[config.mk]
export PLATFORM = sky130hd
export DESIGN_NAME = regfile_wport_arbiter
export DESIGN_NICKNAME = d
export VERILOG_FILES = /design/src/rtl/regfile_wport_arbiter.sv
export SDC_FILE = /design/constraint.sdc
export NUM_CORES = 1
export LEC_CHECK = 0
export CAP_MARGIN = 10
export CORE_ASPECT_RATIO = 1.4
export CORE_MARGIN = 4
export CORE_UTILIZATION = 50
export DETAILED_ROUTE_END_ITERATION = 12
export HOLD_SLACK_MARGIN = 0.02
export PLACE_DENSITY = 0.75
export SLEW_MARGIN = 40
export SYNTH_ARGS = -nofsm -noshare
export SYNTH_HDL_FRONTEND = slang
export SYNTH_HIERARCHICAL = 1
export SYNTH_SLANG_ARGS = --single-unit
[constraint.sdc]
create_clock -name clk -period 20.1 [get_ports clk]
set_input_delay 4.02 -clock clk [delete_from_list [all_inputs] [get_ports clk]]
set_output_delay 4.02 -clock clk [all_outputs]
set_load 0.005 [all_outputs]
[src/rtl/regfile_wport_arbiter.sv]
// Register-file write-port arbiter: two queued writers share one
// registered write port; pend flags registers with writes in flight.

module regfile_wport_fifo #(
  parameter int N     = 64,
  parameter int DEPTH = 2
) (
  input  logic         clk,
  input  logic         reset,
  input  logic         push,
  input  logic [4:0]   in_addr,
  input  logic [N-1:0] in_data,
  input  logic         pop,
  output logic         full,
  output logic         nonempty,
  output logic [4:0]   head_addr,
  output logic [N-1:0] head_data,
  output logic [31:0]  mask
);
  localparam int AW = $clog2(DEPTH);

  logic [4:0]   addr_q [DEPTH];
  logic [N-1:0] data_q [DEPTH];
  logic [AW-1:0] rd;
  logic [AW-1:0] wr;
  logic [AW:0]   cnt;
  logic [AW-1:0] off;

  assign full      = (cnt == (AW+1)'(DEPTH));
  assign nonempty  = (cnt != '0);
  assign head_addr = addr_q[rd];
  assign head_data = data_q[rd];

  // pointers and occupancy; reset discards every queued entry
  always_ff @(posedge clk) begin
    if (reset) begin
      rd  <= '0;
      wr  <= '0;
      cnt <= '0;
    end else begin
      if (push) wr <= wr + 1'b1;
      if (pop)  rd <= rd + 1'b1;
      cnt <= cnt + (AW+1)'(push) - (AW+1)'(pop);
    end
  end

  // entry storage needs no reset, occupancy qualifies it
  always_ff @(posedge clk) begin
    if (!reset && push) begin
      addr_q[wr] <= in_addr;
      data_q[wr] <= in_data;
    end
  end

  // destination bitmap of the occupied entries, X31 excluded
  always_comb begin
    mask = '0;
    off  = '0;
    for (int i = 0; i < DEPTH; i++) begin
      off = AW'(i) - rd;
      if ({1'b0, off} < cnt) mask[addr_q[i]] = 1'b1;
    end
    mask[31] = 1'b0;
  end
endmodule

module regfile_wport_arbiter #(
  parameter int N     = 64,
  parameter int DEPTH = 2
) (
  input  logic         clk,
  input  logic         reset,
  input  logic         a_valid,
  output logic         a_ready,
  input  logic [4:0]   a_addr,
  input  logic [N-1:0] a_data,
  input  logic         b_valid,
  output logic         b_ready,
  input  logic [4:0]   b_addr,
  input  logic [N-1:0] b_data,
  output logic         we3,
  output logic [4:0]   wa3,
  output logic [N-1:0] wd3,
  output logic [31:0]  pend
);
  logic         a_full, b_full;
  logic         a_ne, b_ne;
  logic [4:0]   a_haddr, b_haddr;
  logic [N-1:0] a_hdata, b_hdata;
  logic [31:0]  a_mask, b_mask;
  logic         gnt_a, gnt_b;
  logic         rr_b;

  assign a_ready = !reset && !a_full;
  assign b_ready = !reset && !b_full;

  regfile_wport_fifo #(.N(N), .DEPTH(DEPTH)) u_fa (
    .clk       (clk),
    .reset     (reset),
    .push      (a_valid && a_ready),
    .in_addr   (a_addr),
    .in_data   (a_data),
    .pop       (gnt_a),
    .full      (a_full),
    .nonempty  (a_ne),
    .head_addr (a_haddr),
    .head_data (a_hdata),
    .mask      (a_mask)
  );

  regfile_wport_fifo #(.N(N), .DEPTH(DEPTH)) u_fb (
    .clk       (clk),
    .reset     (reset),
    .push      (b_valid && b_ready),
    .in_addr   (b_addr),
    .in_data   (b_data),
    .pop       (gnt_b),
    .full      (b_full),
    .nonempty  (b_ne),
    .head_addr (b_haddr),
    .head_data (b_hdata),
    .mask      (b_mask)
  );

  // round-robin grant: on a tie, favour whoever did not win last
  always_comb begin
    gnt_a = a_ne && (!b_ne || rr_b);
    gnt_b = b_ne && (!a_ne || !rr_b);
  end

  // last-winner flag, set to B at reset so A wins the first tie
  always_ff @(posedge clk) begin
    if (reset)      rr_b <= 1'b1;
    else if (gnt_a) rr_b <= 1'b0;
    else if (gnt_b) rr_b <= 1'b1;
  end

  // registered write stage; X31 passes through but never enables
  always_ff @(posedge clk) begin
    if (reset) begin
      we3 <= 1'b0;
      wa3 <= '0;
      wd3 <= '0;
    end else if (gnt_a) begin
      we3 <= (a_haddr != 5'd31);
      wa3 <= a_haddr;
      wd3 <= a_hdata;
    end else if (gnt_b) begin
      we3 <= (b_haddr != 5'd31);
      wa3 <= b_haddr;
      wd3 <= b_hdata;
    end else begin
      we3 <= 1'b0;
    end
  end

  // in-flight bitmap: both queues plus the staged write
  always_comb begin
    pend = a_mask | b_mask;
    if (we3) pend[wa3] = 1'b1;
    pend[31] = 1'b0;
  end
endmodule

==> results of run 1 <==
-- worst paths after layout --
check	to	slack (ns)	cells past startpoint	startpoint
setup / recovery	a_ready	11.07	3	reset
hold / removal	u_fa/wr	0.58	2	u_fa/wr
setup reg to reg	u_fa/cnt[1]	17.15	10	u_fb/cnt[1]
hold reg to reg	u_fa/wr	0.58	2	u_fa/wr
-- tightest hold or removal path: cells and delay by family (launching register included) --
family        cells  cell delay (ns)
xor+xnor          1             0.15
flops             1             0.34
simple gates      1             0.04
-- per-stage QoR --
step	total power [uW]	area, sq um
floorplan	1590	15800
global placement	1890	18400
detailed placement	1940	18600
CTS	2580	19700
global route	2690	19700
finish	2560	19700
-- routing by layer --
layer / track usage [%] / share of wire (%) / vias up
met2: 41.7 / 52 / 364
li1: - / - / 4725
met1: 28.9 / 39 / 5080
met4: 10.4 / 4.2 / 4
met3: 3.92 / 5.4 / 100
met5: 0 / 0.065 / -
-- flip-flops by register name, indices dropped and copies added (netlist names), 2 cells and up, named ones only --
signal       count
u_fb/data_q    128
u_fa/cnt         2
u_fb/addr_q     10
u_fa/data_q    128
wa3              5
u_fa/addr_q     10
wd3             64
u_fb/cnt         2
-- final cells by class --
type                    count  share of cell area [%]
multi-input cells         652                    27.8
repair buffers            262                    13.6
inverters                  11                   0.209
clock buffers              47                    4.77
well taps                 390                    2.47
clock inverters            13                   0.844
diodes                      2                  0.0254
flip-flops and latches    357                    50.3
-- power by group --
| part | total (uW) | switching (uW) | internal (uW) |
|---|---|---|---|
| Clock | 642 | 263 | 379 |
| Combinational | 928 | 428 | 500 |
| Sequential | 994 | 95.1 | 899 |
==> metrics.txt, run 1 <==
Setup TNS Final 0 ns; min cycle time layout 9.03 ns; Resized cells post-CTS 0; Crit Path Category input port to primary output; cell area after synthesis 15,800 sq um; Crit path max-delay family buffers and inverters; NumNets Final 1,464; Worst setup EP type primary output; Arr. time, crit path 5.01 ns; root buf cell clkbuf_16; HPWL Detailed 27.7 mm; final hold viol count 0; synthesis-to-layout area growth 24.4%; Syn Nets 1,237; setup bufs post-CTS 0; DR WL/cell 24.0 um; final worst slack 11.07 ns; final setup fails 0; gpl congestion 0.898; port bufs 244; CP Buf/Inv Count 2; Hold Buf Count CTS 0; Max Buffers Root-to-Sink 3; total gr overflow 0; Slew @ Worst Pin 0.861 ns; final cell count without fillers 1,734; Place WS 11.08 ns; Via density 5.92; clock-pin slew on the worst setup and hold paths 0.06 ns; CTS sink cnt 357; row cnt 76; drt total wl 41.6 mm; Max IR drop VDD 89.2 uV; die area 34,600 sq um; register area 9920 sq um; largest net degree at the start of global routing 75; worst-skew pair later-pin latency 0.52 ns; most frequent cells in the layout edfxtp_1, clkdlybuf4s50_1, mux2_2; Crit path largest cell delay 0.53 ns; die span in x 158 um; H-tree depth 2; RSZ-0062 raised after global routing false; max cap viols 0; Power Density 130 nW/um^2; via count 10.3k; critical path cell sequence buf_4, nor2_1, clkdlybuf4s50_1; crit share post-route 44.9%; CTS tree done; Critical Path Source Type input port; Req. time, crit path 16.08 ns; Worst Path Max Fanout 29; slowest cell on the critical path clkdlybuf4s50_1; die height 219 um; fill count 2,333; share of cells above drive strength 1 22.8%; outcome finished clean; Initial DRC Count 611; first-pass GRT wire length 62.8 mm; Initial Util 51.1%; vias in the first global route 10.8k; P_leak 0.00656 uW; Max Clk Rate 111 MHz; core area 31,000 sq um; DRT Pass-1 Iters 7; dpl cells 1,671; Hold Slack 0.576 ns; Yosys Warn Count 6; gate count of the mapped netlist 1,091; initial antenna violation count 4; area of the multi-input gates 5470 sq um; synthesized area per cell 14.5 sq um; ANT nets after route 0; Max Clock Skew 0.0176 ns; DRC 0; post-route core utilization 63.6%; slew margin rel. 42.2%; commonest non-fill, non-tap cell in the layout edfxtp_1; Slew Viols, Final 0; I/O Pins 246; All-Layer GR Usage 23.9%; worst hold path class flip-flop to flip-flop; Num CTS Buffers 34
Power figures use the tool's default switching activity.
==> run 2, diff against run 1 <==
- CORE_UTILIZATION: 50 -> 49
- PLACE_DENSITY: 0.75 -> 0.77
- clock period: 20.1 -> 7.7 ns (I/O delays scaled with it)
==> run 2 against run 1 <==
Sequential power grew to 2.6 times the previous value; combinational power rose to 2.6 times the previous value; clock skew is 0.0049 ns lower; via count shrank 0.32%; wire length shrank 1.4%; utilization fell by 1.9 points; sequential share of layout area grew 0.26 points; highest routed layer unchanged; global-route usage is 1.4 points lower; clock power increased by 150%.
==> metrics.txt, run 2 (synthesis results as in run 1) <==
outcome finished clean; Hold Buf Count CTS 0 (unchanged); critical path cell sequence a21o_2, nand3_1, o22ai_1, a211o_1, clkdlybuf4s50_1; Max Buffers Root-to-Sink 3 (unchanged); commonest non-fill, non-tap cell in the layout edfxtp_1; Critical Path Source Type flip-flop; Via density 5.91 (-0.21%); Initial Util 49.8% (-1.3 points); most frequent cells in the layout edfxtp_1, clkdlybuf4s50_1, mux2_2; clock-pin slew on the worst setup and hold paths 0.07 ns (about the same); P_leak 0.00650 uW (-0.90%); root buf cell clkbuf_16; vias in the first global route 10.7k (-0.47%); Max Clk Rate 234 MHz; synthesis-to-layout area growth 23.8%; NumNets Final 1,456 (-0.55%); initial antenna violation count 4 (unchanged); die span in x 160 um (+0.96%); CTS sink cnt 357 (unchanged); DRC 0 (unchanged); CTS tree done; area post-placement 18,500 sq um (-0.23%); first-pass GRT wire length 62.1 mm (-1.1%); ANT nets after route 0 (unchanged); fin area 19,600 sq um (-0.52%); max cap viols 0 (unchanged); core area 31,800 sq um (+2.6%); CP Buf/Inv Count 1 (-1); min cycle time layout 4.26 ns; DR WL/cell 23.7 um (-1.3%); Power Density 336 nW/um^2 (+160%); slew margin rel. 50.3% (+8.1 points); slowest cell on the critical path dfxtp_1; Crit path largest cell delay 0.56 ns (+0.03 ns); Num CTS Buffers 31 (-8.8%); DRT Pass-1 Iters 5 (-2); worst-skew pair later-pin latency 0.57 ns (+0.05 ns); Worst setup EP type primary output; Crit path max-delay family compound AO/OA/AOI/OAI gates; share of cells above drive strength 1 22.5% (-0.25 points); crit share post-route 55.4%; Top Registers u_fa/data_q x128, u_fb/data_q x128, wd3 x64; H-tree depth 1 (-1); Req. time, crit path 6.16 ns (-9.92 ns); fill count 2,426 (+4.0%); Setup TNS Final 0 ns (unchanged); RSZ-0062 raised after global routing false; port bufs 244 (unchanged); I/O Pins 246 (unchanged); Slew Viols, Final 0 (unchanged); drt total wl 41.0 mm (-1.4%); Initial DRC Count 602 (-1.5%); largest net degree at the start of global routing 81 (+8.0%); total gr overflow 0 (unchanged); HPWL Detailed 26.7 mm (-3.7%); All-Layer GR Usage 22.5% (-1.4 points); Slew @ Worst Pin 0.746 ns (-0.115 ns); worst hold path class flip-flop to flip-flop; Arr. time, crit path 2.72 ns (-2.29 ns); final setup fails 0 (unchanged); via count 10.2k (-0.32%); Resized cells post-CTS 0 (unchanged); setup bufs post-CTS 0 (unchanged); Crit Path Category flip-flop to primary output; gpl congestion 0.995 (+11%); row cnt 77 (+1.3%); die height 221 um (+0.98%); Max Clock Skew 0.0126 ns (-0.00495 ns); Max IR drop VDD 262 uV (+190%); final hold viol count 0 (unchanged); die area 35,300 sq um (+2.0%); Worst Path Max Fanout 9 (-69%)
run 2: stage by stage:
| stage | total power [uW] | setup WS (ns) | hold WS, ns | instances | util (%) |
|---|---|---|---|---|---|
| 2_1_floorplan | 4160 | 2.46 | 0.518 | 1091 | - |
| 3_3_place_gp | 4910 | 3.45 | 0.543 | 1668 | 58.0 |
| 3_5_place_dp | 5010 | 3.42 | 0.550 | 1672 | 58.3 |
| 4_1_cts | 6630 | 3.40 | 0.571 | 1730 | 61.7 |
| 5_1_grt | 6880 | 3.36 | 0.626 | 1732 | 61.7 |
| 6_report | 6580 | 3.44 | 0.568 | 1732 | 61.7 |
run 2: where the power goes:
part	switching [uW]	internal, uW
clock	669	935
sequential	259	2350
combinational	1100	1280
total	2030	4560
run 2: worst paths after layout:
| kind | from | end | slack, ns | depth (start not counted) |
|---|---|---|---|---|
| worst max-delay path | u_fb/cnt[1] | pend[3] | 3.44 | 5 |
| worst min-delay path | u_fa/rd | u_fa/rd | 0.57 | 2 |
| worst max register to register | u_fb/cnt[1] | u_fa/cnt[1] | 4.25 | 10 |
| worst min register to register | u_fa/rd | u_fa/rd | 0.57 | 2 |
run 2: cell type report:
cell class	instances	area [sq um]	area share, %
diodes	2	5.00	0.0255
clock buffers	46	892	4.55
clock inverters	12	168	0.855
inverters	11	41.3	0.211
multi-input cells	652	5490	28.0
flip-flops and latches	357	9920	50.6
well taps	395	494	2.52
repair buffers	257	2600	13.3
run 2: metal layers:
layer	up-vias	GRT usage, %	wire (um)
met5	-	0	27
met4	4	9.41	1590
met3	84	2.98	1890
met2	346	41.5	21900
met1	5101	26.5	15600
li1	4705	-	-
run 2: tightest hold or removal path, delay by kind of cell, from the launching register on:
family | cells | cell delay (ns)
xor gates and xnor gates | 1 | 0.10
DFF | 1 | 0.36
and+or+nand+nor | 1 | 0.08
